===== config.mk =====
export PLATFORM = sky130hd
export DESIGN_NAME = slice_adder_seq
export DESIGN_NICKNAME = d
export VERILOG_FILES = /design/src/rtl/slice_adder_pkg.sv /design/src/rtl/fa_slice.sv /design/src/rtl/slice_adder_seq.sv
export SDC_FILE = /design/constraint.sdc
export NUM_CORES = 1
export LEC_CHECK = 0
export BUFFER_PORTS_ARGS = -buffer_cell sky130_fd_sc_hd__buf_4
export CELL_PAD_IN_SITES_DETAIL_PLACEMENT = 0
export CELL_PAD_IN_SITES_GLOBAL_PLACEMENT = 1
export CORE_MARGIN = 2
export CORE_UTILIZATION = 47
export DETAILED_ROUTE_END_ITERATION = 8
export GPL_TIMING_DRIVEN = 0
export PLACE_DENSITY = 0.89
export SYNTH_ARGS = -nofsm -noshare
export SYNTH_HDL_FRONTEND = slang
export SYNTH_HIERARCHICAL = 1
export SYNTH_SLANG_ARGS = --single-unit

===== constraint.sdc =====
create_clock -name clk -period 7.2 [get_ports clk]
set_clock_uncertainty 0.1 [all_clocks]
set_input_delay 2.16 -clock clk [delete_from_list [all_inputs] [get_ports clk]]
set_output_delay 2.16 -clock clk [all_outputs]
set_load 0.02 [all_outputs]

===== src/rtl/slice_adder_pkg.sv =====
// Shared types and elaboration helpers for the slice-serial adder.
package slice_adder_pkg;

  typedef enum logic [1:0] {
    IDLE = 2'd0,
    RUN  = 2'd1,
    DONE = 2'd2
  } state_t;

  function automatic int nslice(input int width, input int slice);
    return (slice > 0) ? width / slice : 1;
  endfunction

  // A one-slice adder still needs a one-bit index register.
  function automatic int idx_width(input int n);
    return (n > 1) ? $clog2(n) : 1;
  endfunction

endpackage


===== src/rtl/fa_slice.sv =====
// Combinational SLICE-bit full adder; the sequential adder reuses one instance.
module fa_slice #(
  parameter int SLICE = 4
) (
  input  logic [SLICE-1:0] a,
  input  logic [SLICE-1:0] b,
  input  logic             ci,
  output logic [SLICE-1:0] s,
  output logic             co
);

  localparam int SUM_W = SLICE + 1;

  always_comb begin
    {co, s} = {1'b0, a} + {1'b0, b} + SUM_W'(ci);
  end

endmodule


===== src/rtl/slice_adder_seq.sv =====
// Multi-cycle WIDTH-bit adder rippling one SLICE-bit slice per clock.
// Optional signed-overflow output enabled by defining SLICE_ADDER_OVF_EN.
module slice_adder_seq
  import slice_adder_pkg::*;
#(
  parameter int WIDTH = 16,
  parameter int SLICE = 4
) (
  input  logic             clk,
  input  logic             rst_n,
  input  logic             start,
  input  logic [WIDTH-1:0] a,
  input  logic [WIDTH-1:0] b,
  input  logic             ci,
  output logic             busy,
  output logic             done,
  output logic [WIDTH-1:0] y,
  output logic             co
`ifdef SLICE_ADDER_OVF_EN
  ,
  output logic             ovf
`endif
);

  localparam int NSLICE = nslice(WIDTH, SLICE);
  localparam int IDX_W  = idx_width(NSLICE);

  if (SLICE < 1 || WIDTH < SLICE || (WIDTH % SLICE) != 0) begin : g_bad_cfg
    $error("slice_adder_seq: WIDTH must be a positive multiple of SLICE");
  end

  state_t             state, state_nxt;
  logic               accept, last;
  logic [WIDTH-1:0]   a_r, b_r;
  logic               carry;
  logic [IDX_W-1:0]   idx;
  logic [SLICE-1:0]   a_sl, b_sl, s_sl;
  logic               c_sl;

  // Operand slice selected by the running index.
  always_comb begin
    a_sl = '0;
    b_sl = '0;
    for (int k = 0; k < NSLICE; k++) begin
      if (idx == IDX_W'(k)) begin
        a_sl = a_r[k*SLICE +: SLICE];
        b_sl = b_r[k*SLICE +: SLICE];
      end
    end
  end

  fa_slice #(.SLICE(SLICE)) u_fa (
    .a  (a_sl),
    .b  (b_sl),
    .ci (carry),
    .s  (s_sl),
    .co (c_sl)
  );

  always_ff @(posedge clk or negedge rst_n) begin
    if (!rst_n) state <= IDLE;
    else        state <= state_nxt;
  end

  always_comb begin
    state_nxt = state;
    accept    = 1'b0;
    last      = (idx == IDX_W'(NSLICE - 1));
    case (state)
      IDLE: begin
        if (start) begin
          accept    = 1'b1;
          state_nxt = RUN;
        end
      end
      RUN: begin
        if (last) state_nxt = DONE;
      end
      DONE: begin
        if (start) begin
          accept    = 1'b1;
          state_nxt = RUN;
        end else begin
          state_nxt = IDLE;
        end
      end
      default: state_nxt = IDLE;
    endcase
  end

  // busy/done are flops fed from the next state so they are glitch-free.
  always_ff @(posedge clk or negedge rst_n) begin
    if (!rst_n) begin
      busy  <= 1'b0;
      done  <= 1'b0;
      a_r   <= '0;
      b_r   <= '0;
      carry <= 1'b0;
      idx   <= '0;
      y     <= '0;
      co    <= 1'b0;
    end else begin
      busy <= (state_nxt == RUN);
      done <= (state_nxt == DONE);
      if (accept) begin
        a_r   <= a;
        b_r   <= b;
        carry <= ci;
        idx   <= '0;
      end else if (state == RUN) begin
        for (int k = 0; k < NSLICE; k++) begin
          if (idx == IDX_W'(k)) y[k*SLICE +: SLICE] <= s_sl;
        end
        carry <= c_sl;
        if (last) co  <= c_sl;
        else      idx <= idx + IDX_W'(1);
      end
    end
  end

`ifdef SLICE_ADDER_OVF_EN
  // Like-signed operands whose sum flips sign overflowed.
  always_ff @(posedge clk or negedge rst_n) begin
    if (!rst_n) begin
      ovf <= 1'b0;
    end else if (state == RUN && last) begin
      ovf <= (a_r[WIDTH-1] == b_r[WIDTH-1]) && (s_sl[SLICE-1] != a_r[WIDTH-1]);
    end
  end
`endif

endmodule

Word level (Yosys, flattened, before mapping)
Index checks and enable logic that the tools add are counted.
- output and inout bits: 19
- ROM bits: 0
- register bits after elaboration: 56
- bits in writable memories: 0
- bits in latches: 0
- memories kept: 0
- bitwise gates (word level): 1
- muxes and demuxes: 19
- reductions and logical operators: 9
- magnitude comparators: 0
- multiply operators: 0
- $add $sub $neg: 3
- equal/unequal tests: 8
- divide/modulo/power cells: 0
- shift operators: 0
- operators with widths (kind ; count):
    4-bit two-way mux ; 8
    3-bit AND reduction ; 4
    2-bit two-way mux ; 5
    2-bit equality test, second input constant ; 4
    2-bit by 1-bit equality test with 1-bit output, second input constant ; 3
    2-bit case mux with 3 select lines ; 1
    4-bit by 4-bit adder with 5-bit output ; 1
    5-bit by 1-bit adder with 5-bit output ; 1
    1-bit two-way mux ; 5
    2-bit zero test ; 2
    2-bit by 1-bit adder with 2-bit output, second input constant ; 1
    2-bit != test, second input constant ; 1
    2-bit AND reduction ; 1
    2-bit nonzero test ; 1
    2-bit OR reduction ; 1
    1-bit NOT ; 1

Longest topological paths before layout
- depth after elaboration: 9
- gate-level depth with buffers: 14
- mapped depth without buffers: 13

Modules after synthesis
Netlist, hierarchy kept.
- by module, submodules not included (module ; cells each ; area each (sq um) ; sequential area each (sq um) ; instances):
    slice_adder_seq ; 173 ; 2403.6 ; 1401.3 ; 1
    fa_slice ; 16 ; 143.9 ; 0.0 ; 1

Worst setup path before layout
OpenSTA, ideal clock, no wires.
- kind: input to register
- start point: input port start
- end point: register a_r[0]
- cell stages on the path: 4
- library setup time: 0.125 ns
- path slack: 4.065 ns
- buffers on the path: 2
- data arrival time: 2.911 ns
- path through: nor2b_1 -> buf_2 -> buf_6 -> mux2_2
- longest elaborated chain between the ends: 2
- RTL lines (what ; RTL line ; source):
    start, declared ; slice_adder_seq.sv:11 ; input logic start,
    1-bit two-way mux ; slice_adder_seq.sv:71, slice_adder_seq.sv:80 ;
    1-bit two-way mux ; -- ;
    end signal, assigned ; slice_adder_seq.sv:96 ; a_r <= '0;
    end signal, assigned ; slice_adder_seq.sv:106 ; a_r <= a;
    end, declared ; slice_adder_seq.sv:34 ; logic [WIDTH-1:0] a_r, b_r;
No other way between the ends.
A chain may end at the register's enable or synchronous reset.

Final worst setup path
- start point: register co
- end point: output port co
- RTL lines (what ; RTL line ; source):
    start, declared ; slice_adder_seq.sv:18 ; output logic co
    start signal, assigned ; slice_adder_seq.sv:115 ; if (last) co <= c_sl;
No word-level cell between the ends.

==> metrics.cfg <==
[grt]
grt_pass1_wl_um=8169
overflow=0
grtUsageMet3_pct=4.070
use_met1_pct=22.49
grt_use_total_pct=17.42
antenna_found_initial=0
grt_pass1_vias=1714
grt_busiest_layer=met2
use_met2_pct=29.48
grt_max_degree=57

[floorplanning]
ios=55
dieWidth_um=77.62
die_h_um=77.62
num_rows=26
start_util_pct=49.25
dieArea_um2=6025
core_um2=5172

[cts]
clock_sinks=56
clkLatencyLatePin_ps=310
post_cts_buffers=0
cts_made_buffers=5
cts_tree=yes
postCtsResizedCells=0
clockBufferDepth=2
ctsHoldBuffers=0
cts.reportedPaths.clkPinSlew_ps=100
root_buffer=clkbuf_8
cts-htree-levels=2

[finish]
num-nets-final=296
stdcell_area_um2=3148
syn2layout_area_growth_pct=23.58
antennaDiodeCount=0
layout_commonest_cell=dfrtp_1
fillers=444
drive_gt1_share_pct=45.02
mostFrequentLayoutCells=dfrtp_1, buf_4, mux2_2

[worst_setup_path]
cp_data_arrival_time_ps=880
worstPathCellList=buf_4
start_kind=flop
cp_max_fo=2
timing.rr.start=idx[0]
worstPathRequired_ps=4940
critical-path-max-stage-delay_ps=410
r2r_cells=11
slowest_stage=dfrtp_1
reg2reg_setup_slack_ps=4180
critPathKind=reg2out
critPathBufInv=1
r2r_end=y[14]
end_kind=primary output
critPathTopFamily=flip-flops

[timing]
grt_setup_unrepaired=no
fin_hold_ws_ps=409.3
fmax_ghz=0.3181
relSlewSlack_pct=53.77
maxSlewViolCount=0
finalCritPeriodShare_pct=43.66
fin_crit_ps=3143
finalSetupViolCount=0
fin_setup_tns_ps=0
tightestPinTransition_ps=693.4
hold_viol=0

[routing]
ant_nets=0
num_vias=1666
drt-vias-per-instance=5.190
first_iter_violations=58
wl_per_cell_um=15.02
drc=0
drtPass1Iterations=6
routed_wl_um=4822

[synth]
yosysSeqAreaShare_pct=55.01
yosys.area_share.adder_pct=5.501
netlist_instances=189
synth_compound_area_share_pct=7.073
synthSimpleGateAreaFrac_pct=5.747
syn-num-nets=235
synthXorXnorAreaFrac_pct=1.031
syn_area_um2=2547
synthMuxAreaShare_pct=22.50
avgSynthCellArea_um2=13.48
ys.warnings.count=6
synth.distinct_cells=30
synth_top_family_by_area=multiplexers
ys_ff_latch=56

[place]
dp_hpwl_um=3551
gp_congestion=0.7138
dpl_cell_area_um2=3040
numPortBuffers=54

[flow_run]
maxCapViolCount=0

[power_and_ir_drop]
ir_drop_v=0.0002175
powerDensity_nw_per_um2=531.0
total_leakage_power_nw=1.443

[outcome]
status=finished clean

[hold_path]
hold_path_class=reg2reg
holdPathStages=1
holdPathEnd=y[14]
holdCritStartpoint=y[14]

sequential cells by signal (all words and copies together), names as in the netlist, 2 cells and up:
register  count
a_r          16
b_r          16
y            16
idx           2
state         2
final cells by class:
type	instances	area (um2)	area share (%)
Buffer	6	46.29	1.471
Multi-Input combinational cell	118	1066	33.86
Sequential cell	56	1401	44.51
Tap cell	70	87.58	2.782
Inverter	9	33.78	1.073
Timing Repair Buffer	54	405.4	12.88
Clock buffer	6	72.57	2.305
Clock inverter	2	35.03	1.113
cell usage after synthesis:
cell type / n / area (um2)
clkbuf_1: 2 / 7.510
nand2_2: 1 / 6.260
fa_1: 2 / 40.04
a22o_1: 2 / 17.52
and2_1: 1 / 6.260
a31oi_1: 5 / 31.28
and2b_2: 1 / 8.760
nor2_1: 4 / 15.01
buf_2: 1 / 5.000
nand2b_1: 2 / 12.51
inv_1: 9 / 33.78
a22oi_1: 3 / 22.52
buf_6: 3 / 33.78
a21o_1: 2 / 15.01
nor2b_1: 4 / 25.02
ha_1: 8 / 100.1
nand2_1: 8 / 30.03
nor3_1: 1 / 5.000
xnor2_1: 3 / 26.28
dfrtp_1: 56 / 1401
a21oi_2: 1 / 8.760
mux2_1: 5 / 56.30
a211oi_1: 1 / 7.510
mux2_2: 45 / 506.7
mux2i_1: 1 / 10.01
nand3b_1: 5 / 37.54
o22ai_1: 7 / 43.79
o21ai_0: 1 / 5.000
a21oi_1: 4 / 20.02
o2bb2ai_1: 1 / 8.760
per-layer routing:
metal	routed length, um	share of wire, %
met5	0	0
met4	49	1.0
met1	2195	46
met3	210	4.4
met2	2366	49
kinds of logic after synthesis:
kind of cell	count (synthesis)
AND/OR/NAND/NOR	27
multiplexers	51
AO/OA/AOI/OAI	27
XOR/XNOR	3
flip-flops	56
buffers and inverters	15
adder cells (fa/ha/maj)	10
metrics by stage:
step,setup slack (ps),std cells,total power [W],utilization [%]
2_1_floorplan,4065,189,0.001220,-
6_report,4057,321,0.001672,60.86
3_3_place_gp,3824,313,0.001460,58.78
3_5_place_dp,3825,313,0.001489,58.78
4_1_cts,4054,321,0.001690,60.86
5_1_grt,3866,321,0.001820,60.86
worst max path at each step:
stage	from	end	cells past startpoint	slack, ps
floorplan	start	a_r[0]	4	4060
global placement	start	b_r[0]	5	3820
detailed placement	start	a_r[10]	5	3820
CTS	y[5]	y[5]	1	4050
global route	idx[0]	carry	14	3870
finish	co	co	1	4060
power breakdown:
part / switching [W] / internal [W]
combinational: 0.000454 / 0.000448
clock: 0.0000973 / 0.000103
sequential: 0.0000918 / 0.000477
total: 0.000643 / 0.00103
Power figures use the tool's default switching activity.
